$ cat src/rtl/neuron_mac_seq.sv
// Sequential Q1.6 MAC neuron: streams n_in weight/activation pairs, adds bias, saturates to 8 bits.
// Optional ReLU on the saturated result when NEURON_SEQ_RELU_EN is defined.
module neuron_mac_seq #(
  parameter int N_IN  = 16,
  parameter int AW    = $clog2(N_IN),
  parameter int ACC_W = 10 + $clog2(N_IN)
) (
  input  logic          clk,
  input  logic          rst,
  input  logic          start,
  input  logic [AW:0]   n_in,
  input  logic [7:0]    b,
  output logic          busy,
  output logic          rd_en,
  output logic [AW-1:0] rd_addr,
  input  logic [7:0]    w_data,
  input  logic [7:0]    x_data,
  output logic [7:0]    out_data,
  output logic          out_sat,
  output logic          out_valid,
  input  logic          out_ready
);

  typedef enum logic [2:0] {IDLE, READ, DRAIN, BIAS, OUT} state_t;

  localparam logic signed [ACC_W-1:0] MAX_V = ACC_W'(127);
  localparam logic signed [ACC_W-1:0] MIN_V = -ACC_W'(128);

  state_t                   state;
  logic [AW:0]              n_lat;
  logic [AW:0]              n_clamp;
  logic signed [7:0]        b_lat;
  logic signed [ACC_W-1:0]  acc;
  logic                     acc_en;
  logic signed [15:0]       prod;
  logic signed [7:0]        term;
  logic signed [ACC_W-1:0]  sum;
  logic [7:0]               res;
  logic                     res_sat;
  logic                     unused_bits;

  always_comb begin
    n_clamp = (n_in > (AW+1)'(N_IN)) ? (AW+1)'(N_IN) : n_in;
    prod    = $signed(w_data) * $signed(x_data);
    // Same truncation as the single-neuron datapath: bits 14:13 are dropped.
    term        = {prod[15], prod[12:6]};
    unused_bits = ^{prod[14:13], prod[5:0]};
    sum     = acc + {{(ACC_W-8){b_lat[7]}}, b_lat};
    res     = sum[7:0];
    res_sat = 1'b0;
    if (sum > MAX_V) begin
      res     = 8'h7F;
      res_sat = 1'b1;
    end else if (sum < MIN_V) begin
      res     = 8'h80;
      res_sat = 1'b1;
    end
`ifdef NEURON_SEQ_RELU_EN
    if (res[7]) res = '0;
`else
`endif
  end

  always_ff @(posedge clk) begin
    if (rst) begin
      state     <= IDLE;
      busy      <= 1'b0;
      rd_en     <= 1'b0;
      rd_addr   <= '0;
      out_valid <= 1'b0;
      out_data  <= '0;
      out_sat   <= 1'b0;
      acc       <= '0;
      acc_en    <= 1'b0;
      n_lat     <= '0;
      b_lat     <= '0;
    end else begin
      // Data returns one cycle after each strobe, so accumulation trails rd_en by one cycle.
      acc_en <= rd_en;
      if (acc_en) acc <= acc + {{(ACC_W-8){term[7]}}, term};
      case (state)
        IDLE: begin
          if (start) begin
            n_lat   <= n_clamp;
            b_lat   <= b;
            acc     <= '0;
            rd_addr <= '0;
            busy    <= 1'b1;
            if (n_clamp != '0) begin
              state <= READ;
              rd_en <= 1'b1;
            end else begin
              state <= BIAS;
            end
          end
        end
        READ: begin
          if ({1'b0, rd_addr} == n_lat - (AW+1)'(1)) begin
            state <= DRAIN;
            rd_en <= 1'b0;
          end else begin
            rd_addr <= rd_addr + AW'(1);
          end
        end
        DRAIN: state <= BIAS;
        BIAS: begin
          out_data  <= res;
          out_sat   <= res_sat;
          out_valid <= 1'b1;
          state     <= OUT;
        end
        OUT: begin
          if (out_ready) begin
            out_valid <= 1'b0;
            busy      <= 1'b0;
            state     <= IDLE;
          end
        end
        default: state <= IDLE;
      endcase
    end
  end

endmodule

$ cat config.mk
export PLATFORM = sky130hd
export DESIGN_NAME = neuron_mac_seq
export DESIGN_NICKNAME = d
export VERILOG_FILES = /design/src/rtl/neuron_mac_seq.sv
export SDC_FILE = /design/constraint.sdc
export NUM_CORES = 1
export LEC_CHECK = 0
export ABC_AREA = 1
export BUFFER_PORTS_ARGS = -buffer_cell sky130_fd_sc_hd__buf_2
export CAP_MARGIN = 10
export CELL_PAD_IN_SITES_DETAIL_PLACEMENT = 1
export CELL_PAD_IN_SITES_GLOBAL_PLACEMENT = 2
export CORE_ASPECT_RATIO = 0.7
export CORE_MARGIN = 10
export CORE_UTILIZATION = 37
export DETAILED_ROUTE_END_ITERATION = 16
export PLACE_DENSITY = 0.85
export SLEW_MARGIN = 20
export SYNTH_ARGS = -nofsm -noshare
export SYNTH_HDL_FRONTEND = slang
export SYNTH_SLANG_ARGS = --single-unit
$ cat constraint.sdc
create_clock -name clk -period 16.8 [get_ports clk]
set_input_delay 2.52 -clock clk [delete_from_list [all_inputs] [get_ports clk]]
set_output_delay 2.52 -clock clk [all_outputs]
set_load 0.05 [all_outputs]
==> results of run 1 <==
[final timing paths]
path              from           to  depth (start not counted)
max reg2reg     acc[0]  out_data[2]                         14
min reg2reg      rd_en       acc_en                          2
max          x_data[2]      acc[13]                         30
min              rd_en       acc_en                          2
[power by group through the flow]
stage	registers [mW]	logic (mW)	clock network (mW)
after floorplan	0.155	0.523	0
after global placement	0.147	0.683	0
after detailed placement	0.147	0.697	0
after CTS	0.144	0.701	0.0994
after global routing	0.147	0.815	0.105
final	0.144	0.697	0.0957
[metal layers]
| layer | vias up | track usage, % |
|---|---|---|
| met1 | 2484 | 23.8 |
| met5 | - | 0 |
| met3 | 7 | 1.77 |
| met2 | 56 | 22.2 |
| met4 | 0 | 1.57 |
| li1 | 2744 | - |
[synthesized netlist by cell type (3+ instances only)]
| cell type | count | share of area, % |
|---|---|---|
| sky130_fd_sc_hd__inv_1 | 220 | 14 |
| sky130_fd_sc_hd__nor2_2 | 4 | 0.42 |
| sky130_fd_sc_hd__nand2_1 | 208 | 13 |
| sky130_fd_sc_hd__nand2_2 | 8 | 0.84 |
| sky130_fd_sc_hd__xor2_1 | 18 | 2.6 |
| sky130_fd_sc_hd__nor2_1 | 67 | 4.2 |
| sky130_fd_sc_hd__clkbuf_1 | 16 | 1.0 |
| sky130_fd_sc_hd__inv_2 | 3 | 0.19 |
| sky130_fd_sc_hd__nand4_1 | 9 | 0.94 |
| sky130_fd_sc_hd__a21oi_1 | 49 | 4.1 |
| sky130_fd_sc_hd__o21ai_0 | 34 | 2.8 |
| sky130_fd_sc_hd__nand3_2 | 4 | 0.67 |
| sky130_fd_sc_hd__dfxtp_1 | 47 | 16 |
| sky130_fd_sc_hd__nand3_1 | 38 | 3.2 |
| sky130_fd_sc_hd__fa_1 | 55 | 18 |
| sky130_fd_sc_hd__xnor2_1 | 10 | 1.5 |
| sky130_fd_sc_hd__nor3_1 | 12 | 1.0 |
| sky130_fd_sc_hd__ha_1 | 56 | 12 |
| sky130_fd_sc_hd__o211ai_1 | 5 | 0.63 |
[final cells by class]
type	count	area (µm²)	area share (%)
multi-input combinational	596	4110	63.1
sequential	47	941	14.4
inverter	223	837	12.8
tap	200	250	3.84
timing repair buffer	48	240	3.69
clock buffer	7	133	2.04
clock inverter	1	5.00	0.0768
[through the flow]
step	hold slack, ns	instances	utilization, %	instance area (µm²)
2_1_floorplan	0.450	885	-	5970
3_3_place_gp	0.451	1114	40.8	6380
3_5_place_dp	0.450	1114	40.8	6380
4_1_cts	0.460	1122	41.6	6520
5_1_grt	0.486	1122	41.6	6520
6_report	0.454	1122	41.6	6520
[cells by family (layout without fill, tap and decap cells)]
| kind of cell | Yosys count | count (layout) |
|---|---|---|
| and+or+nand+nor | 361 | 361 |
| adders and majority gates | 111 | 111 |
| DFF | 47 | 47 |
| buffers and inverters | 242 | 279 |
| AOI/OAI and AO/OA | 96 | 96 |
| xor gates and xnor gates | 28 | 28 |
[state kept, by name, summed over array words and instances (netlist names)]
signal,flops
acc_en,1
busy,1
out_data,8
state,3
acc,14
n_lat,5
out_sat,1
rd_addr,4
out_valid,1
rd_en,1
b_lat,8
[cells in the final DEF, fill, tap and decap left out, drive strengths merged]
master  instances
nor3           12
nand3          43
buf            48
a211oi          2
o21ai          34
nand3b          1
o31ai           2
and2            1
fa             55
nand2         217
nor3b           1
clkbuf          7
or2             2
clkinv          1
a21oi          49
xor2           18
o21bai          1
xnor2          10
and3            1
nand4           9
nor4            1
o211ai          5
inv           223
a21boi          1
a31oi           2
dfxtp          47
nor2           73
ha             56
[worst max-delay path: cells and delay by family]
kind	cells	cell delay (ns)
fa+ha+maj	6	2.96
compound gates	1	0.22
simple gates	13	1.60
buf+inv	10	0.84
==> results.md, run 1 <==
Status:
- The flow ran to the end, and the final reports show no timing, DRC or antenna violations.

Worst hold path:
- The path class of the tightest hold or removal check is reg2reg.

Synthesis:
- The share of synthesized area spent on multiplexers is 0%.
- The adder and majority cell fraction of the synthesized area is between 30% and 40%.
- The main combinational cell family by area after synthesis is adder cells.
- The count of distinct cell types in the synthesized netlist is 36.
- After synthesis, the mean cell area works out to 6.75 µm².
- The simple-gate area share of the yosys netlist is 26.0%.
- The number of standard cells after synthesis is 885.
- The most frequently used flop master after synthesis is sky130_fd_sc_hd__dfxtp_1.
- The synthesized netlist devotes around 8.5% of its cell area to compound gates.
- The total number of yosys warnings is 0.
- In the synthesized netlist the async set-or-reset flop fraction comes to 0%.
- The share of synthesized area occupied by flip-flops and latches is 15.7%.
- The area share of xor/xnor cells in the synthesized design is 4.10%.
- The synthesized design contains 0 enable-type register cells.
- The cell area that synthesis handed to floorplanning was approximately 6000 µm².
- The synthesized netlist net count is ~1.0k.
- In this run, synthesis produced a sequential element count of 47.

Critical path:
- Along the worst path, the maximum fanout reaches 8.
- For flop-to-flop paths, the worst setup slack is 14.34 ns.
- The critical path data arrival time is 8.14 ns.
- The critical setup path kind is in2reg.
- For this run, the slowest stage of the critical path takes 0.61 ns.
- The worst path required time is 16.98 ns.
- The worst setup path is captured at a flip-flop.
- The cell with the largest stage delay on the worst path is sky130_fd_sc_hd__fa_1.
- By instance count, the cell type seen most on the critical path is sky130_fd_sc_hd__inv_1.
- The category of the worst setup path launch point is an input pin.

Global routing:
- The number of antenna violations at the first check in global routing is 0.
- The first global-routing pass estimated approximately 28000 µm of wire.
- The number of global-route vias before repair is 5625.
- The overall track demand over capacity in global routing is 15.2%.
- Entering global routing, the biggest net connects 24 pins.
- Summed over all layers, the global routing overflow is 0.

Power:
- In this run, the clock network consumes 10.2% of the power.
- In this run switching power makes up a little over half of total power.
- The final total power is ~940 µW.
- The internal portion of the total power is about 430 µW.
- Summed over all nets, the switching power comes to 510 µW.
- The peak supply drop is 0.102 mV.
- The share of total power dissipated in sequential elements is 15.4%.
- Combinational logic burns 74.4% of the power.
- The power per cell area is 144 nW/µm².
- In this run the static leakage power is around 3.8 nW.

Timing:
- Summed over all failing endpoints, the final setup total negative slack is 0 ns.
- Setup slack on the critical path of the routed design comes to 8.84 ns.
- At the pin with the least slew margin, the transition time is 0.870 ns.
- The fmax is 0.126 GHz.
- The worst clock skew is 0.00498 ns.
- Headroom to the max-slew limit came out at a little over two fifths.
- The setup violation total in the final timing report is 0.
- Setup repair after global routing left no endpoint under its margin.
- The worst path needs ~8.0 ns of the cycle, external delays included.
- Of the available clock period, the critical path in the final layout requires 47.4%.
- The number of failing hold endpoints at the final stage was 0.
- The max-slew violation total from the final report is 0.

Route:
- The per-cell routed wire length is between 10 and 15 µm.
- The remaining routing DRC violations is 0.
- The violation count after the first detailed-route iteration is 247.
- The detailed router put a total of just under 9000 µm of wire on met1.
- After detailed routing, the met2 layer carries roughly 6400 µm of wire.
- The first TritonRoute pass finished after 4 iterations.
- Detailed routing placed a total of between 500 and 600 µm of wire on met3.
- The highest routed metal layer is met4.
- Summed over all layers, the routed wires come to 15600 µm.
- The total via count in the routed design is 5291.
- The via density per instance is 4.72.
- The antenna violation net count after detailed routing is 0.

Cells and area:
- The area overhead of the layout relative to synthesis is 9.05%.
- The fraction of final layout cells with drive strength greater than 1 is under 10%.
- The number of nets at the end of the flow is 1065.
- The layout has 2068 filler cells.
- The repair_antennas step left the layout with diodes totalling 0.

Flow run:
- The number of maximum-capacitance violations is 0.

Clock network:
- In this run the clock root is driven by a sky130_fd_sc_hd__clkbuf_16.
- The clock tree from TritonCTS is yes.
- The clock slew seen by the registers of the worst setup and hold paths is 0.06 ns.
- The total of hold buffers inserted after clock tree synthesis is 0.
- The number of clock sinks seen by CTS is 47.
- TritonCTS created 5 clock buffers.
- At the later pin of the worst-skew pair, clock insertion delay measures 0.29 ns.
- The H-tree generated during clock tree synthesis spans 2 levels.
- The buffer levels on the longest clock path is 2.
- The number of gates resized after CTS was 0.
- The setup fix buffers added after clock tree synthesis is 0.

Placed design:
- Summed over all nets, the half-perimeter wirelength after detailed placement is 13700 µm.
- The global placer's final weighted congestion is 0.831.
- The number of input and output port buffers inserted is 48.
- The worst slack at placement is roughly 8.5 ns.

Floorplanning:
- The die is 126 µm tall.
- The core outline area is 15600 µm².
- 49 I/O pins were placed.
- The starting density of the core is approximately two fifths.
- The area of the die is about 22000 µm².
- The width of the chip is 172 µm.
- In this run the core area contains 38 standard-cell rows.
(Power assumes the default switching activity.)
==> run 2: changes to the inputs <==
ABC_AREA = 0   (was 1)
PLACE_DENSITY = 0.79   (was 0.85)
clock period = 7.45 ns   (was 16.8 ns; I/O delays follow)
==> results.md, run 2 <==
Synthesis:
- The largest area contributor in the netlist is sky130_fd_sc_hd__fa_1.
- Ranked by total cell area, the synthesized netlist is headed by sky130_fd_sc_hd__fa_1 20%, sky130_fd_sc_hd__dfxtp_1 17%, sky130_fd_sc_hd__ha_1 13%.
- The share of the synthesized area in the top cell type is 19.9%.
- The most frequently used flop master after synthesis is sky130_fd_sc_hd__dfxtp_1.
- The synthesized area divided by synthesized cell count is 8.36 µm².
- The commonest cells after synthesis are 91 x sky130_fd_sc_hd__inv_1, 60 x sky130_fd_sc_hd__nand2_1, 56 x sky130_fd_sc_hd__ha_1, 55 x sky130_fd_sc_hd__fa_1, 49 x sky130_fd_sc_hd__nor2_1.
- The number of enable flip-flop cells after synthesis is 0.
- The count of distinct cell types in the synthesized netlist is 54.
- The post-synth design cell area is 5540 µm².
- Synthesis inferred 47 register bits.
- The most common cell in the synthesized netlist is sky130_fd_sc_hd__inv_1.
- The share of synthesized area occupied by flip-flops and latches is 17.0%.
- The fraction of registers with async set or reset after synthesis is 0%.
- The total number of yosys warnings is 0.
- Counting every net in the synthesized netlist gives 807.
- The number of standard cells after synthesis is 663.

Global routing:
- The first-pass GRT wire length is 23400 µm.
- The overall track demand over capacity in global routing is a little over an eighth.
- The total overflow left after global routing is 0.
- The number of global-route vias before repair is around 4.9k.
- The number of antenna violations at the first check in global routing is 0.
- The pin count of the biggest net entering global routing is 34.

Critical path:
- Along the worst path, the maximum fanout reaches 8.
- The critical path goes through buf_2, and2_1, fa_1, inv_1, fa_1, inv_1, fa_1, inv_1, fa_1, inv_1, ha_1, and3_1, a21oi_1, o21ai_1, nor2_1, ha_1, nor2b_1, o21ai_0, a21oi_1, o31a_1, o2111ai_1, a21oi_1, or3_1, nand3_1.
- Across all register-to-register paths, the minimum setup slack is 4.04 ns.
- The maximum cell stage delay along the critical path is 0.54 ns.
- For the worst setup path, the data required time is around 7.7 ns.
- The category of the worst setup path launch point is an input pin.
- For the worst setup path, the data arrival time is 7.00 ns.
- STA classifies the critical path endpoint as a flip-flop.
- The number of buffers and inverters on the critical path is 5.
- The critical path's top delay family is adder cells.
- The cell with the largest stage delay on the worst path is sky130_fd_sc_hd__fa_1.
- The critical setup path kind is in2reg.

Floorplanning:
- The initial utilization of the core area, before any placement, comes to 37.8%.
- The die is 166 µm wide.
- The number of primary I/O pins is 49.
- The area of the die is 20400 µm².
- The core outline area is 14700 µm².
- The chip height is 122 µm.
- After floorplanning, the core was divided into 37 placement rows.

Timing:
- For the pin with the worst max-slew slack, the measured transition is 0.739 ns.
- Setup repair after global routing left no endpoint under its margin.
- In the final timing run, aggregate negative setup slack is 0 ns.
- Across the routed clock network, the largest skew measured is 0.00959 ns.
- The setup violation total in the final timing report is 0.
- The final critical path takes up 90.8% of the cycle.
- The number of failing hold endpoints at the final stage came to 0.
- The worst path in the final design needs a cycle of 6.76 ns, including I/O delays and setup.
- The max-slew violation total from the final report is 0.
- The normalized max-slew margin is 50.6%.
- Derived from the worst setup path, the maximum achievable clock frequency is 0.148 GHz.

Route:
- The amount of wire on met2 after detailed routing is about 6200 µm.
- The violation count after the first detailed-route iteration is 190.
- The per-cell routed wire length is 15.2 µm.
- The routed design has roughly 14000 µm of wire.
- The via density per instance is 5.11.
- The routed wire length on met3 is 513 µm.
- Routed signal wires occupy layers up through met4.
- Once detail routing completed, the nets flagged for antenna violations numbered 0.
- For this run, design rule violations remaining after detail routing come to 0.
- The total via count in the routed design is 4600.
- The detailed router put a total of 6940 µm of wire on met1.
- The number of iterations in the first detailed-routing pass is 6.

Cells and area:
- The multi-input combinational cell area is 4200 µm².
- The register with the most flip-flops in the layout has 14 of them.
- The area occupied by registers is 941 µm².
- The register with the most flip-flops is acc.
- Fill cells in the final layout number ~1.8k.
- The largest registers in the layout are acc (14), b_lat (8), out_data (8).
- The count of cells in the finished layout, fillers not included, comes to 900.
- The core occupancy in the finished layout is 41.8%.
- The library cells used most frequently in the layout, excluding fill and tap cells, are 91 x sky130_fd_sc_hd__inv_1, 60 x sky130_fd_sc_hd__nand2_1, 56 x sky130_fd_sc_hd__ha_1.
- The final layout contains between 800 and 900 nets.
- The area overhead of the layout relative to synthesis is 10.6%.
- In the final layout, the share of cells above drive strength 1 is 10.1%.
- 0 antenna diodes ended up in the layout.
- The most common cell after layout, fill and taps aside is sky130_fd_sc_hd__inv_1.

Placed design:
- The number of placed instances, taps included, is 892.
- The congestion estimate from routability-driven global placement came to 0.829.
- Port buffering added 48 buffers.
- The HPWL after detailed placement is 11600 µm.

Power:
- For this design the static power due to leakage is 2.83 nW.
- Sequential cells burn 14.7% of the power.
- Total power for the finished layout comes to ~2 mW.
- The power per cell area is between 300 and 400 nW/µm².
- The analysis attributes to net switching a power of roughly 980 µW.
- The share of total power dissipated in combinational logic is 73.6%.
- In this run, the clock network consumes a little under an eighth of the power.
- The net switching share of the total power is 48.5%.
- The worst-case IR drop observed on VDD is 0.163 mV.
- Cell internal power was estimated by the tool at 1.04 mW.

Clock network:
- The clock tree from TritonCTS is yes.
- Post-CTS repair changed the size of 0 cells.
- The total clock buffers created by CTS is 5.
- After clock tree synthesis, the clock-pin slew on the worst setup and hold paths is 0.07 ns.
- The tree built by TritonCTS fans out to 47 sinks.
- The buffer levels on the longest clock path is 2.
- The clock latency on the worst-skew pair is 0.29 ns.
- Once the clock tree was built, the setup fixing pass inserted 0 buffers.
- For this design, the CTS-stage hold fixing added 0 buffers.
- Clock tree synthesis selected as its root buffer the cell sky130_fd_sc_hd__clkbuf_16.
- The H-tree generated during clock tree synthesis spans 2 levels.

Status:
- The flow ran to the end, and the final reports show no timing, DRC or antenna violations.

Flow run:
- Max-cap violations in this run came to 0.

Worst hold path:
- The worst hold-check path type is reg2reg.
[run 2: worst min-delay path, cell delays in order, from the launching register on]
cell	delay [ns]
sky130_fd_sc_hd__dfxtp_1	0.31
sky130_fd_sc_hd__nand2_1	0.05
sky130_fd_sc_hd__a21oi_1	0.05
[run 2: final cells by class]
type,count,area share (%)
inverter,91,5.57
clock buffer,5,2.04
multi-input combinational,509,68.5
tap,195,3.98
clock inverter,3,0.367
timing repair buffer,50,4.16
sequential,47,15.4
[run 2: logic make-up (layout without fill, tap and decap cells)]
group	after synthesis	after routing	synth area share, %
multiplexers	9	9	1.87
AO/OA/AOI/OAI	127	127	15.5
XOR/XNOR	32	32	5.06
AND/OR/NAND/NOR	230	230	20.8
adder cells (fa/ha/maj)	111	111	32.5
flip-flops	47	47	17.0
buffers and inverters	107	149	7.27
[run 2: final timing paths]
kind          startpoint          end  cells past startpoint
max            w_data[3]      acc[12]                     24
min reg2reg  out_data[1]  out_data[1]                      2
min          out_data[1]  out_data[1]                      2
max reg2reg       acc[0]  out_data[0]                     10
[run 2: per-stage QoR]
stage / hold slack, ns / worst slack [ns] / instance area (µm²)
6_report: 0.456 / 0.689 / 6130
5_1_grt: 0.478 / 0.160 / 6130
4_1_cts: 0.463 / 0.655 / 6130
3_5_place_dp: 0.452 / 0.358 / 5980
3_3_place_gp: 0.439 / 0.487 / 5980
2_1_floorplan: 0.441 / 0.689 / 5540
[run 2: per-layer routing]
metal | vias up | global-route usage, %
li1 | 2301 | -
met1 | 2253 | 18.9
met2 | 40 | 22.0
met3 | 6 | 2.43
met4 | 0 | 1.15
met5 | - | 0
[run 2: power by group through the flow]
stage | Combinational (mW) | Clock (mW) | Sequential [mW]
2_1_floorplan | 1.15 | 0 | 0.299
3_3_place_gp | 1.45 | 0 | 0.301
3_5_place_dp | 1.49 | 0 | 0.302
4_1_cts | 1.50 | 0.243 | 0.296
5_1_grt | 1.72 | 0.257 | 0.300
6_report | 1.48 | 0.236 | 0.296
